$ cat src/rtl/redux_pkg.sv
// Shared definitions for the reduction LFSR family: width, feedback taps, rewind FSM states.
package redux_pkg;

    localparam int unsigned LFSR_W = 64;

    // Feedback taps of the forward reduction LFSR: out[0] = s[63]^s[62]^s[60]^s[59].
    localparam int unsigned TAP_A = 63;
    localparam int unsigned TAP_B = 62;
    localparam int unsigned TAP_C = 60;
    localparam int unsigned TAP_D = 59;

    typedef enum logic [1:0] {
        IDLE = 2'd0,
        RUN  = 2'd1,
        DONE = 2'd2
    } rewind_state_e;

endpackage

$ cat src/rtl/lfsr64_rewind.sv
// One stage of the inverse reduction LFSR: recovers the state that preceded state_i.
module lfsr64_rewind
    import redux_pkg::*;
(
    input  logic [LFSR_W-1:0] state_i,
    output logic [LFSR_W-1:0] prev_c
);

    // The forward step shifted everything up by one, so each tap index moves up by one here.
    always_comb begin
        prev_c                 = {1'b0, state_i[LFSR_W-1:1]};
        prev_c[LFSR_W-1]       = state_i[0] ^ state_i[TAP_B+1] ^ state_i[TAP_C+1] ^ state_i[TAP_D+1];
    end

endmodule

$ cat src/rtl/redux_lfsr_rewind.sv
// Single-job engine that rewinds the reduction LFSR by STEPS stages per clock, in_count times.
module redux_lfsr_rewind
    import redux_pkg::*;
#(
    parameter int unsigned STEPS = 64,
    parameter int unsigned CNT_W = 16
) (
    input  logic              clk,
    input  logic              rst,
    input  logic              in_valid,
    output logic              in_ready,
    input  logic [LFSR_W-1:0] in_state,
    input  logic [CNT_W-1:0]  in_count,
    output logic              out_valid,
    input  logic              out_ready,
    output logic [LFSR_W-1:0] out_state,
    output logic              busy
);

    rewind_state_e     fsm_q, fsm_d;
    logic [LFSR_W-1:0] state_q, state_d;
    logic [CNT_W-1:0]  remaining_q, remaining_d;
    logic              out_valid_q, out_valid_d;
    logic              busy_q, busy_d;
    logic              accept;

    logic [LFSR_W-1:0] chain [0:STEPS];

    assign chain[0] = state_q;

    for (genvar i = 0; i < STEPS; i++) begin : g_step
        lfsr64_rewind u_step (
            .state_i (chain[i]),
            .prev_c  (chain[i+1])
        );
    end

    // Ready is gated by rst so that reset wins over a simultaneous request.
    assign in_ready  = (fsm_q == IDLE) && !rst;
    assign accept    = in_valid && in_ready;
    assign out_valid = out_valid_q;
    assign out_state = state_q;
    assign busy      = busy_q;

    always_comb begin
        fsm_d       = fsm_q;
        state_d     = state_q;
        remaining_d = remaining_q;
        case (fsm_q)
            IDLE: begin
                if (accept) begin
                    state_d     = in_state;
                    remaining_d = in_count;
                    fsm_d       = (in_count == '0) ? DONE : RUN;
                end
            end
            RUN: begin
                state_d     = chain[STEPS];
                remaining_d = remaining_q - CNT_W'(1);
                if (remaining_q == CNT_W'(1)) begin
                    fsm_d = DONE;
                end
            end
            DONE: begin
                if (out_ready) begin
                    fsm_d = IDLE;
                end
            end
            default: fsm_d = IDLE;
        endcase
        out_valid_d = (fsm_d == DONE);
        busy_d      = (fsm_d != IDLE);
    end

    always_ff @(posedge clk) begin
        if (rst) begin
            fsm_q       <= IDLE;
            state_q     <= '0;
            remaining_q <= '0;
            out_valid_q <= 1'b0;
            busy_q      <= 1'b0;
        end else begin
            fsm_q       <= fsm_d;
            state_q     <= state_d;
            remaining_q <= remaining_d;
            out_valid_q <= out_valid_d;
            busy_q      <= busy_d;
        end
    end

endmodule

$ cat config.mk
export PLATFORM = sky130hd
export DESIGN_NAME = redux_lfsr_rewind
export DESIGN_NICKNAME = d
export VERILOG_FILES = /design/src/rtl/redux_pkg.sv /design/src/rtl/lfsr64_rewind.sv /design/src/rtl/redux_lfsr_rewind.sv
export SDC_FILE = /design/constraint.sdc
export NUM_CORES = 1
export LEC_CHECK = 0
export BUFFER_PORTS_ARGS = -buffer_cell sky130_fd_sc_hd__buf_2
export CAP_MARGIN = 20
export CELL_PAD_IN_SITES_DETAIL_PLACEMENT = 1
export CELL_PAD_IN_SITES_GLOBAL_PLACEMENT = 1
export CORE_MARGIN = 2
export CORE_UTILIZATION = 30
export DETAILED_ROUTE_END_ITERATION = 12
export MAX_ROUTING_LAYER = met4
export PLACE_DENSITY_LB_ADDON = 0.1
export SKIP_CTS_REPAIR_TIMING = 1
export SYNTH_ARGS = -nofsm -noshare
export SYNTH_HDL_FRONTEND = slang
export SYNTH_SLANG_ARGS = --single-unit
$ cat constraint.sdc
create_clock -name clk -period 6.38 [get_ports clk]
set_clock_uncertainty 0.1 [all_clocks]
set_input_delay 1.276 -clock clk [delete_from_list [all_inputs] [get_ports clk]]
set_output_delay 1.276 -clock clk [all_outputs]
set_load 0.1 [all_outputs]
# Word-level counts from Yosys, hierarchy flattened
# Cells that the tools add are included.
# Widths: inputs -> output; s select.
# word_totals
ff_bits,84
out_inout_bits,67
wordCells,220
# op_classes
add_sub_neg,1
n_eq_ne,5
n_mux,9
bitwise_logic,192
n_reduce_logical,8
# op_table
cell,n
$xor 1x1->1,192
$pmux 64 s2,1
$mux 64,1
$pmux 16 s2,1
$eq 16x1->1 const B,1
$logic_not 16->1,1
$mux 16,1
$sub 16x1->16 const B,1
$mux 2,4
$pmux 2 s3,1
$eq 2x2->1 const B,2
$reduce_bool 2->1,2
$eq 2x1->1 const B,1
$logic_and 1x1->1,2
$logic_not 2->1,1
$ne 2x2->1 const B,1
$reduce_and 2->1,1
$logic_not 1->1,1

# Longest topological paths before layout
# Gate-level depths: netlist (run 1).
# depth
ltp_word,193
depth_mapped,10
depth_no_buf,9

# Modules after synthesis
# A second synthesis (run 1) with hierarchy kept.
# unflattened
hier_cells,4791
hier_area_um2,36313.6
# by_module_without_submodules
module,instances,cells_per_inst,area_each_um2,seq_area_each_um2
lfsr64_rewind,64,66,499.2,0.0
redux_lfsr_rewind,1,567,4362.9,1681.6

# Least setup slack after synthesis (run 1)
# OpenSTA, ideal clock, no wires.
# synth_path
path_type,input-to-reg
start,input port rst
end,register state_q[13] (netlist: out_state[13])
arrival_ps,4719
slack_ps,1491
path_stages,7
path_cell_list,nor3_1 and2_1 clkbuf_1 clkbuf_1 clkbuf_1 a22oi_1 a21oi_1
# synth_between
elab_chain_cells,5
# synth_rtl
item,line,source
start: declaration,redux_lfsr_rewind.sv:9,"input logic rst,"
$logic_not 1->1,redux_lfsr_rewind.sv:39,assign in_ready = (fsm_q == IDLE) && !rst;
$logic_and 1x1->1,redux_lfsr_rewind.sv:39,
$logic_and 1x1->1,redux_lfsr_rewind.sv:40,assign accept = in_valid && in_ready;
$ne 2x2->1 (no source line),-,
$reduce_and 2->1 (no source line),-,
end signal: assignment,redux_lfsr_rewind.sv:84,state_q <= state_d;
end: declaration,redux_lfsr_rewind.sv:21,"logic [LFSR_W-1:0] state_q, state_d;"
# Several ways; a longest one is shown, not always the timed one.
# A chain may end at the register's enable or synchronous reset.

# Final worst setup path (run 1)
# layout_path
start,register state_q[63] (netlist: out_state[63])
end,register state_q[57] (netlist: out_state[57])
# layout_between
elab_chain_cells,175
# layout_rtl
item,line,source
$xor 1x1->1 (173 in a row),lfsr64_rewind.sv:12,prev_c[LFSR_W-1] = state_i[0] ^ state_i[TAP_B+1] ^ state_i[TAP_C+1] ^ state_i[TAP_D+1];
$xor 1x1->1 (*),lfsr64_rewind.sv:12,
$pmux 64 s2 (*),redux_lfsr_rewind.sv:49,case (fsm_q)
# Every way passes the cells marked *; elsewhere a longest branch is shown, timed or not.

==> results of run 1 <==
[worst max path at each step]
stage	end	slack, ns	depth (start not counted)
2_1_floorplan	out_state[13]	1.49	7
3_3_place_gp	out_state[57]	2.36	9
3_5_place_dp	out_state[57]	2.36	9
4_1_cts	out_state[57]	2.32	9
5_1_grt	out_state[57]	2.18	9
6_report	out_state[57]	2.36	9
[cell families (layout without fill, tap and decap cells)]
logic type / after synthesis / after routing / share of synthesized area, %
XOR/XNOR: 193 / 193 / 38.20
AND/OR/NAND/NOR: 166 / 166 / 12.62
AO/OA/AOI/OAI: 159 / 159 / 17.30
flip-flops: 84 / 84 / 27.95
buffers and inverters: 50 / 176 / 3.181
adder cells (fa/ha/maj): 2 / 2 / 0.4158
multiplexers: 2 / 2 / 0.3327
[worst max-delay path, stage by stage, from the launching register on]
cell and delay [ns]:
dfxtp_1 0.57, xor3_2 0.37, xnor3_1 0.50, xor2_2 0.25, xnor2_2 0.50, xnor3_1 0.37
xor2_4 0.35, xnor3_1 0.52, xnor2_1 0.22, o22ai_1 0.12
[registers in the layout, summed over array words and instances (netlist names)]
register,flops
busy,1
out_state,64
remaining_q,16
fsm_q,2
out_valid,1
[area by class of cell]
| cell class | instances | share of cell area (%) |
|---|---|---|
| Tap cell | 265 | 4.544 |
| Clock buffer | 10 | 3.275 |
| Multi-Input combinational cell | 522 | 57.05 |
| Inverter | 4 | 0.2058 |
| Clock inverter | 6 | 0.9774 |
| Sequential cell | 84 | 23.05 |
| Timing Repair Buffer | 156 | 10.91 |
[cell usage in the layout, fill, tap and decap left out, types with 3 or more instances in the layout]
| cell type | count |
|---|---|
| o21ai_0 | 16 |
| xor2_1 | 41 |
| clkbuf_16 | 9 |
| o311ai_0 | 3 |
| nor2b_1 | 5 |
| xor2_2 | 4 |
| xnor2_2 | 8 |
| xnor3_2 | 4 |
| nor3b_1 | 3 |
| a22oi_1 | 37 |
| a222oi_1 | 7 |
| inv_1 | 4 |
| nor4_1 | 5 |
| dfxtp_1 | 84 |
| a31oi_1 | 4 |
| xor3_2 | 4 |
| a221oi_1 | 15 |
| buf_4 | 6 |
| xor3_1 | 5 |
| xnor3_1 | 19 |
| nor3_1 | 12 |
| xnor2_1 | 105 |
| nand3_1 | 10 |
| o22ai_1 | 9 |
| and3_1 | 5 |
| nand2_1 | 46 |
| nor2_1 | 61 |
| a21oi_1 | 55 |
| buf_2 | 150 |
[metrics by stage]
stage               hold WS, ns  area [um^2]  util [%]  setup WS [ns]  cells
CTS                      0.4156         7297     37.25          2.323   1047
finish                   0.4093         7297     37.25          2.356   1047
global placement         0.3787         6987     35.66          2.364   1031
floorplan                0.3591         6017         -          1.491    656
detailed placement       0.4018         6987     35.66          2.359   1031
global route             0.4413         7297     37.25          2.182   1047
[layer usage]
metal / track usage, % / part of all wire [%] / wire (um) / up-vias
li1: - / - / - / 2548
met1: 25.17 / 46 / 9490 / 2695
met2: 34.36 / 50 / 10330 / 107
met3: 3.072 / 2.6 / 538 / 10
met4: 3.971 / 0.87 / 179 / 0
met5: - / 0 / 0 / -
==> flow_metrics.py, run 1 <==
metrics = {
    "outcome": {
        "status": "complete, no violations",
    },
    "floorplanning": {
        "io_pins": 151,
        "die-area_um2": 21210,
        "fp.dieH_um": 145.6,
        "die_w_um": 145.6,
        "rows": 51,
        "start_util_pct": 30.71,
        "fp.coreArea_um2": 19590,
    },
    "synth": {
        "yosys_warnings": 0,
        "synth_common_cells": "xnor2_1, dfxtp_1, nor2_1",
        "yosys-top-cells-area": "dfxtp_1, xnor2_1, xnor3_1",
        "ys.flop_type": "dfxtp_1",
        "synth_area_um2": 6017,
        "seq_area_frac_synth_pct": 27.95,
        "synth-seq-cells": 84,
        "synth_edf_count": 0,
        "synthCells": 656,
        "async_flop_share_pct": 0,
        "syn_area_per_cell_um2": 9.172,
        "ys_types": 51,
        "synthesis.nets": 742,
        "yosysTopAreaCellShare_pct": 27.95,
        "synth_largest_area_cell": "dfxtp_1",
        "synth.most_common_cell": "xnor2_1",
    },
    "hold_path": {
        "hp-start": "remaining_q[7]",
        "hold_end": "remaining_q[7]",
        "whs_path_depth": 2,
        "min_path_type": "reg -> reg",
    },
    "sta": {
        "finalHoldViolations": 0,
        "grt_setup_unrepaired": "no",
        "relSlewSlack_pct": 33.13,
        "min_period_ns": 4.024,
        "setup_tns_ns": 0,
        "worst_pin_slew_ns": 1.003,
        "fmax_mhz": 248.5,
        "min_period_over_period_pct": 63.08,
        "slew_viol_final": 0,
        "final-setup-viol-count": 0,
    },
    "final_layout": {
        "layout.nets": 863,
        "multi_input_area_um2": 4163,
        "syn_to_final_growth_pct": 21.27,
        "regArea_um2": 1682,
        "fillers": 2342,
        "n_antenna_cell": 0,
        "layout-drive-gt1-share_pct": 25.70,
    },
    "setup_path": {
        "critical_path.startpoint": "out_state[63]",
        "worstSetupEndpointType": "flip-flop",
        "crit_required_ns": 6.48,
        "reg2reg_depth": 9,
        "reg2reg_slack_ns": 2.36,
        "cp_max_fo": 7,
        "r2r_end": "out_state[57]",
        "startpoint_type": "flip-flop",
        "path_class": "reg -> reg",
        "timing.rr.start": "out_state[63]",
        "crit_arrival_ns": 4.12,
    },
    "clock_tree": {
        "clkSinkCount": 84,
        "cts.clk_slew.worst_paths_ns": 0.07,
        "cts-root-buf": "clkbuf_16",
        "cts_buffer_depth": 2,
        "htree_levels": 3,
        "cts_buffers": 9,
        "clk_latency_ns": 0.35,
        "tritoncts": "done",
    },
    "grt": {
        "grt_pass1_wl_um": 32890,
        "grt_antenna_before_repair": 0,
        "overflow": 0,
        "grt_usage_pct": 20.04,
        "grt_max_degree": 86,
        "grt_pass1_vias": 5855,
    },
    "place": {
        "place.gp.congestion": 0.7892,
        "io_buffers": 150,
        "hpwl_um": 14830,
    },
    "drt": {
        "drt.antenna.violating_nets": 0,
        "first_pass_iters": 7,
        "routed_via_density": 5.119,
        "vias": 5360,
        "routed_wl_um": 20540,
        "drcViolationCount": 0,
        "drtIter0Drc": 224,
        "avgRoutedWirePerCell_um": 19.61,
    },
    "run": {
        "cap_viol_max_count": 0,
    },
}
Power of run 1 is not shown: default switching activity piles up to over one toggle a cycle in this logic, so the estimate is an artifact.
==> run 2, diff against run 1 <==
--- a/config.mk
+++ b/config.mk
@@ -5,6 +5,7 @@
 export SDC_FILE = /design/constraint.sdc
 export NUM_CORES = 1
 export LEC_CHECK = 0
+export ABC_AREA = 1
 export BUFFER_PORTS_ARGS = -buffer_cell sky130_fd_sc_hd__buf_2
 export CAP_MARGIN = 20
 export CELL_PAD_IN_SITES_DETAIL_PLACEMENT = 1
==> constraint.sdc (replaced) <==
create_clock -name clk -period 3.6 [get_ports clk]
set_clock_uncertainty 0.1 [all_clocks]
set_input_delay 0.72 -clock clk [delete_from_list [all_inputs] [get_ports clk]]
set_output_delay 0.72 -clock clk [all_outputs]
set_load 0.1 [all_outputs]
==> flow_metrics.py, run 2 <==
metrics = {
    "grt": {
        "grt_antenna_before_repair": 4,
        "grt_usage_pct": 20.29,
        "overflow": 0,
        "grt_pass1_vias": 7525,
        "grt_max_degree": 83,
        "grt_pass1_wl_um": 36160,
    },
    "drt": {
        "drtIter0Drc": 183,
        "avgRoutedWirePerCell_um": 15.53,
        "routed_via_density": 4.834,
        "first_pass_iters": 5,
        "drcViolationCount": 0,
        "routed_wl_um": 24540,
        "vias": 7637,
        "drt.antenna.violating_nets": 0,
    },
    "setup_path": {
        "cp_max_fo": 6,
        "critPathMaxStageDelay_ns": 0.45,
        "startpoint_type": "flip-flop",
        "path_common_cell": "nand2_4",
        "crit_arrival_ns": 8.26,
        "cp_slowest_cell": "dfxtp_4",
        "worstSetupEndpointType": "flip-flop",
        "crit_required_ns": 3.70,
        "path_class": "reg -> reg",
    },
    "synth": {
        "syn_area_per_cell_um2": 6.532,
        "synth_area_um2": 6466,
        "yosys-top-cells-area": "dfxtp_1, nand2_1, nand3_1",
        "synth_common_cells": "nand2_1, nand3_1, inv_1",
        "ys.flop_type": "dfxtp_1",
        "synth.most_common_cell": "nand2_1",
        "ys_types": 49,
        "yosys_warnings": 0,
        "yosysTopAreaCellShare_pct": 26.01,
        "synth-seq-cells": 84,
        "seq_area_frac_synth_pct": 26.01,
        "synth_largest_area_cell": "dfxtp_1",
        "synthCells": 990,
        "synthesis.nets": 1076,
        "synth_edf_count": 0,
        "async_flop_share_pct": 0,
    },
    "sta": {
        "finalHoldViolations": 0,
        "final-setup-viol-count": 44,
        "grt_setup_unrepaired": "yes",
        "slew_viol_final": 0,
        "worst_pin_slew_ns": 0.9685,
        "setup_ws_ns": -4.557,
        "fmax_mhz": 122.6,
        "worst_hold_slack_ns": 0.3736,
        "relSlewSlack_pct": 35.43,
        "min_period_over_period_pct": 226.6,
        "setup_tns_ns": -102.07,
        "min_period_ns": 8.157,
    },
    "final_layout": {
        "mostFrequentLayoutCell": "nand2_1",
        "stdcell_area_um2": 10560,
        "layout_common_cells": "nand2_1, buf_4, buf_2",
        "syn_to_final_growth_pct": 63.33,
        "layout.nets": 1380,
        "layout-drive-gt1-share_pct": 50.65,
        "largest_reg_flops": 64,
    },
    "clock_tree": {
        "clk_latency_ns": 0.35,
        "cts-root-buf": "clkbuf_16",
        "cts_buffer_depth": 2,
        "cts_buffers": 9,
        "htree_levels": 3,
        "cts.clk_slew.worst_paths_ns": 0.07,
        "tritoncts": "done",
        "clkSinkCount": 84,
    },
    "floorplanning": {
        "start_util_pct": 30.66,
        "die-area_um2": 22740,
        "fp.coreArea_um2": 21090,
        "fp.dieH_um": 150.8,
        "rows": 53,
        "die_w_um": 150.8,
        "io_pins": 151,
    },
    "outcome": {
        "status": "finished with violations",
        "violations": "setup timing",
    },
    "place": {
        "dpl_cell_area_um2": 8801,
        "io_buffers": 150,
        "hpwl_um": 16800,
        "place.gp.congestion": 0.8117,
    },
    "run": {
        "cap_viol_max_count": 0,
    },
    "hold_path": {
        "min_path_type": "reg -> reg",
    },
}
-- run 2: area by class of cell --
cell class                      instances  area, um^2
Fill cell                            2696       10530
Multi-Input combinational cell        746        5570
Timing Repair Buffer                  327        2125
Sequential cell                        84        1718
Inverter                              126       488.0
Tap cell                              275       344.1
Clock buffer                           16       301.5
Antenna cell                            6       15.01
-- run 2: cell families after synthesis --
family	share of synthesized area [%]
AND/OR/NAND/NOR	43.73
buffers and inverters	9.559
AO/OA/AOI/OAI	10.18
XOR/XNOR	10.14
flip-flops	26.01
adder cells (fa/ha/maj)	0.3869
-- run 2: metrics by stage --
| step | std cells | utilization [%] | setup WS (ns) |
|---|---|---|---|
| 2_1_floorplan | 990 | - | -3.783 |
| 3_3_place_gp | 1529 | 41.73 | -4.073 |
| 3_5_place_dp | 1529 | 41.73 | -4.384 |
| 4_1_cts | 1545 | 43.16 | -4.427 |
| 5_1_grt | 1578 | 50.06 | -5.102 |
| 6_report | 1580 | 50.08 | -4.557 |
-- run 2: routing by layer --
layer  global-route usage, %  part of all wire [%]  vias to the layer above  wire length, um
met3                   2.349                   3.4                       30              834
met5                       -                     0                        -                0
met4                   5.935                   1.7                        0              416
met1                   25.97                    44                     3634            10910
met2                   33.84                    50                      125            12380
li1                        -                     -                     3848                -
-- run 2: critical path, delay by kind of cell (launching register included) --
kind	cells	cell delay, ns
and+or+nand+nor	74	6.84
DFF	1	0.45
buffers and inverters	5	0.35
xor gates and xnor gates	1	0.18
AOI/OAI and AO/OA	1	0.05
-- run 2: worst paths after layout --
check | from | end | slack (ns) | cells after the start
max reg2reg | out_state[62] | out_state[63] | -4.56 | 81
min reg2reg | remaining_q[13] | remaining_q[13] | 0.37 | 2
min | remaining_q[13] | remaining_q[13] | 0.37 | 2
max | out_state[62] | out_state[63] | -4.56 | 81
Power of run 2 is left out for the same reason.
==> run 3, diff against run 2 <==
==> constraint.sdc (replaced) <==
create_clock -name clk -period 3.6 [get_ports clk]
set_clock_uncertainty 0.1 [all_clocks]
set_input_delay 0.36 -clock clk [delete_from_list [all_inputs] [get_ports clk]]
set_output_delay 0.36 -clock clk [all_outputs]
set_load 0.1 [all_outputs]
==> flow_metrics.py, run 3 (synthesis gave the netlist of run 2 again) <==
metrics = {
    "floorplanning": {
        "rows": 53,
        "fp.dieH_um": 150.8,
        "io_pins": 151,
        "die-area_um2": 22740,
        "die_w_um": 150.8,
        "fp.coreArea_um2": 21090,
        "start_util_pct": 30.66,
    },
    "final_layout": {
        "layout_common_cells": "nand2_1, buf_4, buf_2",
        "fillers": 2624,
        "largest_reg_flops": 64,
        "mostFrequentLayoutCell": "nand2_1",
        "layout-drive-gt1-share_pct": 52.92,
        "syn_to_final_growth_pct": 71.63,
        "layout.nets": 1401,
    },
    "drt": {
        "vias": 7729,
        "first_pass_iters": 6,
        "drtIter0Drc": 173,
        "avgRoutedWirePerCell_um": 16.29,
        "routed_wl_um": 25960,
        "routed_via_density": 4.849,
        "drcViolationCount": 0,
        "drt.antenna.violating_nets": 0,
    },
    "sta": {
        "final-setup-viol-count": 43,
        "fmax_mhz": 120.7,
        "min_period_ns": 8.282,
        "worst_pin_slew_ns": 1.017,
        "setup_ws_ns": -4.682,
        "min_period_over_period_pct": 230.1,
        "worst_hold_slack_ns": 0.1713,
        "grt_setup_unrepaired": "yes",
        "relSlewSlack_pct": 32.19,
        "finalHoldViolations": 0,
        "slew_viol_final": 0,
    },
    "setup_path": {
        "critPathMaxStageDelay_ns": 0.44,
        "reg2reg_depth": 76,
        "cp_max_fo": 5,
        "crit_required_ns": 3.70,
        "critical_path.startpoint": "out_state[62]",
        "r2r_end": "out_state[63]",
        "crit_arrival_ns": 8.38,
        "cp_slowest_cell": "dfxtp_4",
        "reg2reg_slack_ns": -4.68,
        "startpoint_type": "flip-flop",
        "path_class": "reg -> reg",
        "cp-endpoint": "out_state[63]",
        "worstSetupEndpointType": "flip-flop",
        "path_common_cell": "nand2_4",
        "timing.rr.start": "out_state[62]",
    },
    "grt": {
        "grt_use_met2_pct": 33.77,
        "grt_max_degree": 83,
        "grt_usage_pct": 20.20,
        "grtUsageMet3_pct": 2.952,
        "use_met1_pct": 25.86,
        "overflow": 0,
        "grt_pass1_vias": 7301,
        "grt-busiest-layer": "met2",
        "grt_pass1_wl_um": 35780,
        "grt_antenna_before_repair": 2,
    },
    "outcome": {
        "violations": "setup timing",
        "status": "finished with violations",
    },
    "clock_tree": {
        "clkSinkCount": 84,
        "htree_levels": 3,
        "cts_buffers": 9,
        "cts-root-buf": "clkbuf_16",
        "cts.clk_slew.worst_paths_ns": 0.07,
        "cts_buffer_depth": 2,
        "tritoncts": "done",
        "clk_latency_ns": 0.35,
    },
    "place": {
        "hpwl_um": 16800,
        "place.gp.congestion": 0.8372,
        "io_buffers": 150,
    },
    "hold_path": {
        "whs_path_depth": 3,
        "min_path_type": "in -> reg",
    },
    "run": {
        "cap_viol_max_count": 0,
    },
}
-- run 3: changes by cell type in the layout (fill, tap and decap cells not counted), sizes merged --
cell,change
diode,-4
clkinvlp,+1
clkbuf,-3
buf,+21
inv,-1
-- run 3: how the worst min path moves through the flow --
stage | start | end | slack, ns
2_1_floorplan | remaining_q[13] | remaining_q[13] | 0.34
3_3_place_gp | remaining_q[13] | remaining_q[13] | 0.35
3_5_place_dp | remaining_q[13] | remaining_q[13] | 0.36
4_1_cts | in_state[59] | out_state[59] | 0.14
5_1_grt | in_state[59] | out_state[59] | 0.17
6_report | in_state[10] | out_state[10] | 0.17
-- run 3: area by class of cell --
class | count | area (um^2) | share of cell area, %
Timing Repair Buffer | 348 | 2332 | 21.01
Clock buffer | 13 | 250.2 | 2.255
Multi-Input combinational cell | 746 | 5949 | 53.61
Tap cell | 275 | 344.1 | 3.100
Inverter | 126 | 499.2 | 4.498
Sequential cell | 84 | 1718 | 15.48
Antenna cell | 2 | 5.005 | 0.04510
-- run 3: worst max-delay path: cells and delay by family (launching register included) --
kind	cells	cell delay, ns
DFF	1	0.44
AOI/OAI and AO/OA	1	0.05
and+or+nand+nor	70	6.86
buffers and inverters	3	0.25
xor gates and xnor gates	2	0.42
-- run 3: per-layer routing --
| layer | vias up | share of wire, % |
|---|---|---|
| li1 | 3881 | - |
| met2 | 126 | 51 |
| met4 | 0 | 1.4 |
| met3 | 27 | 2.9 |
| met1 | 3695 | 45 |
| met5 | - | 0 |
-- run 3: metrics by stage --
stage | area (um^2) | cells | util, % | setup WS [ns] | setup TNS [ns]
3_5_place_dp | 8821 | 1535 | 41.83 | -4.364 | -94.94
5_1_grt | 11100 | 1594 | 52.63 | -5.219 | -123.38
4_1_cts | 9071 | 1548 | 43.02 | -4.428 | -97.62
6_report | 11100 | 1594 | 52.63 | -4.682 | -104.91
2_1_floorplan | 6708 | 990 | - | -3.783 | -74.50
3_3_place_gp | 8821 | 1535 | 41.83 | -4.065 | -86.97
Power of run 3 is left out for the same reason.
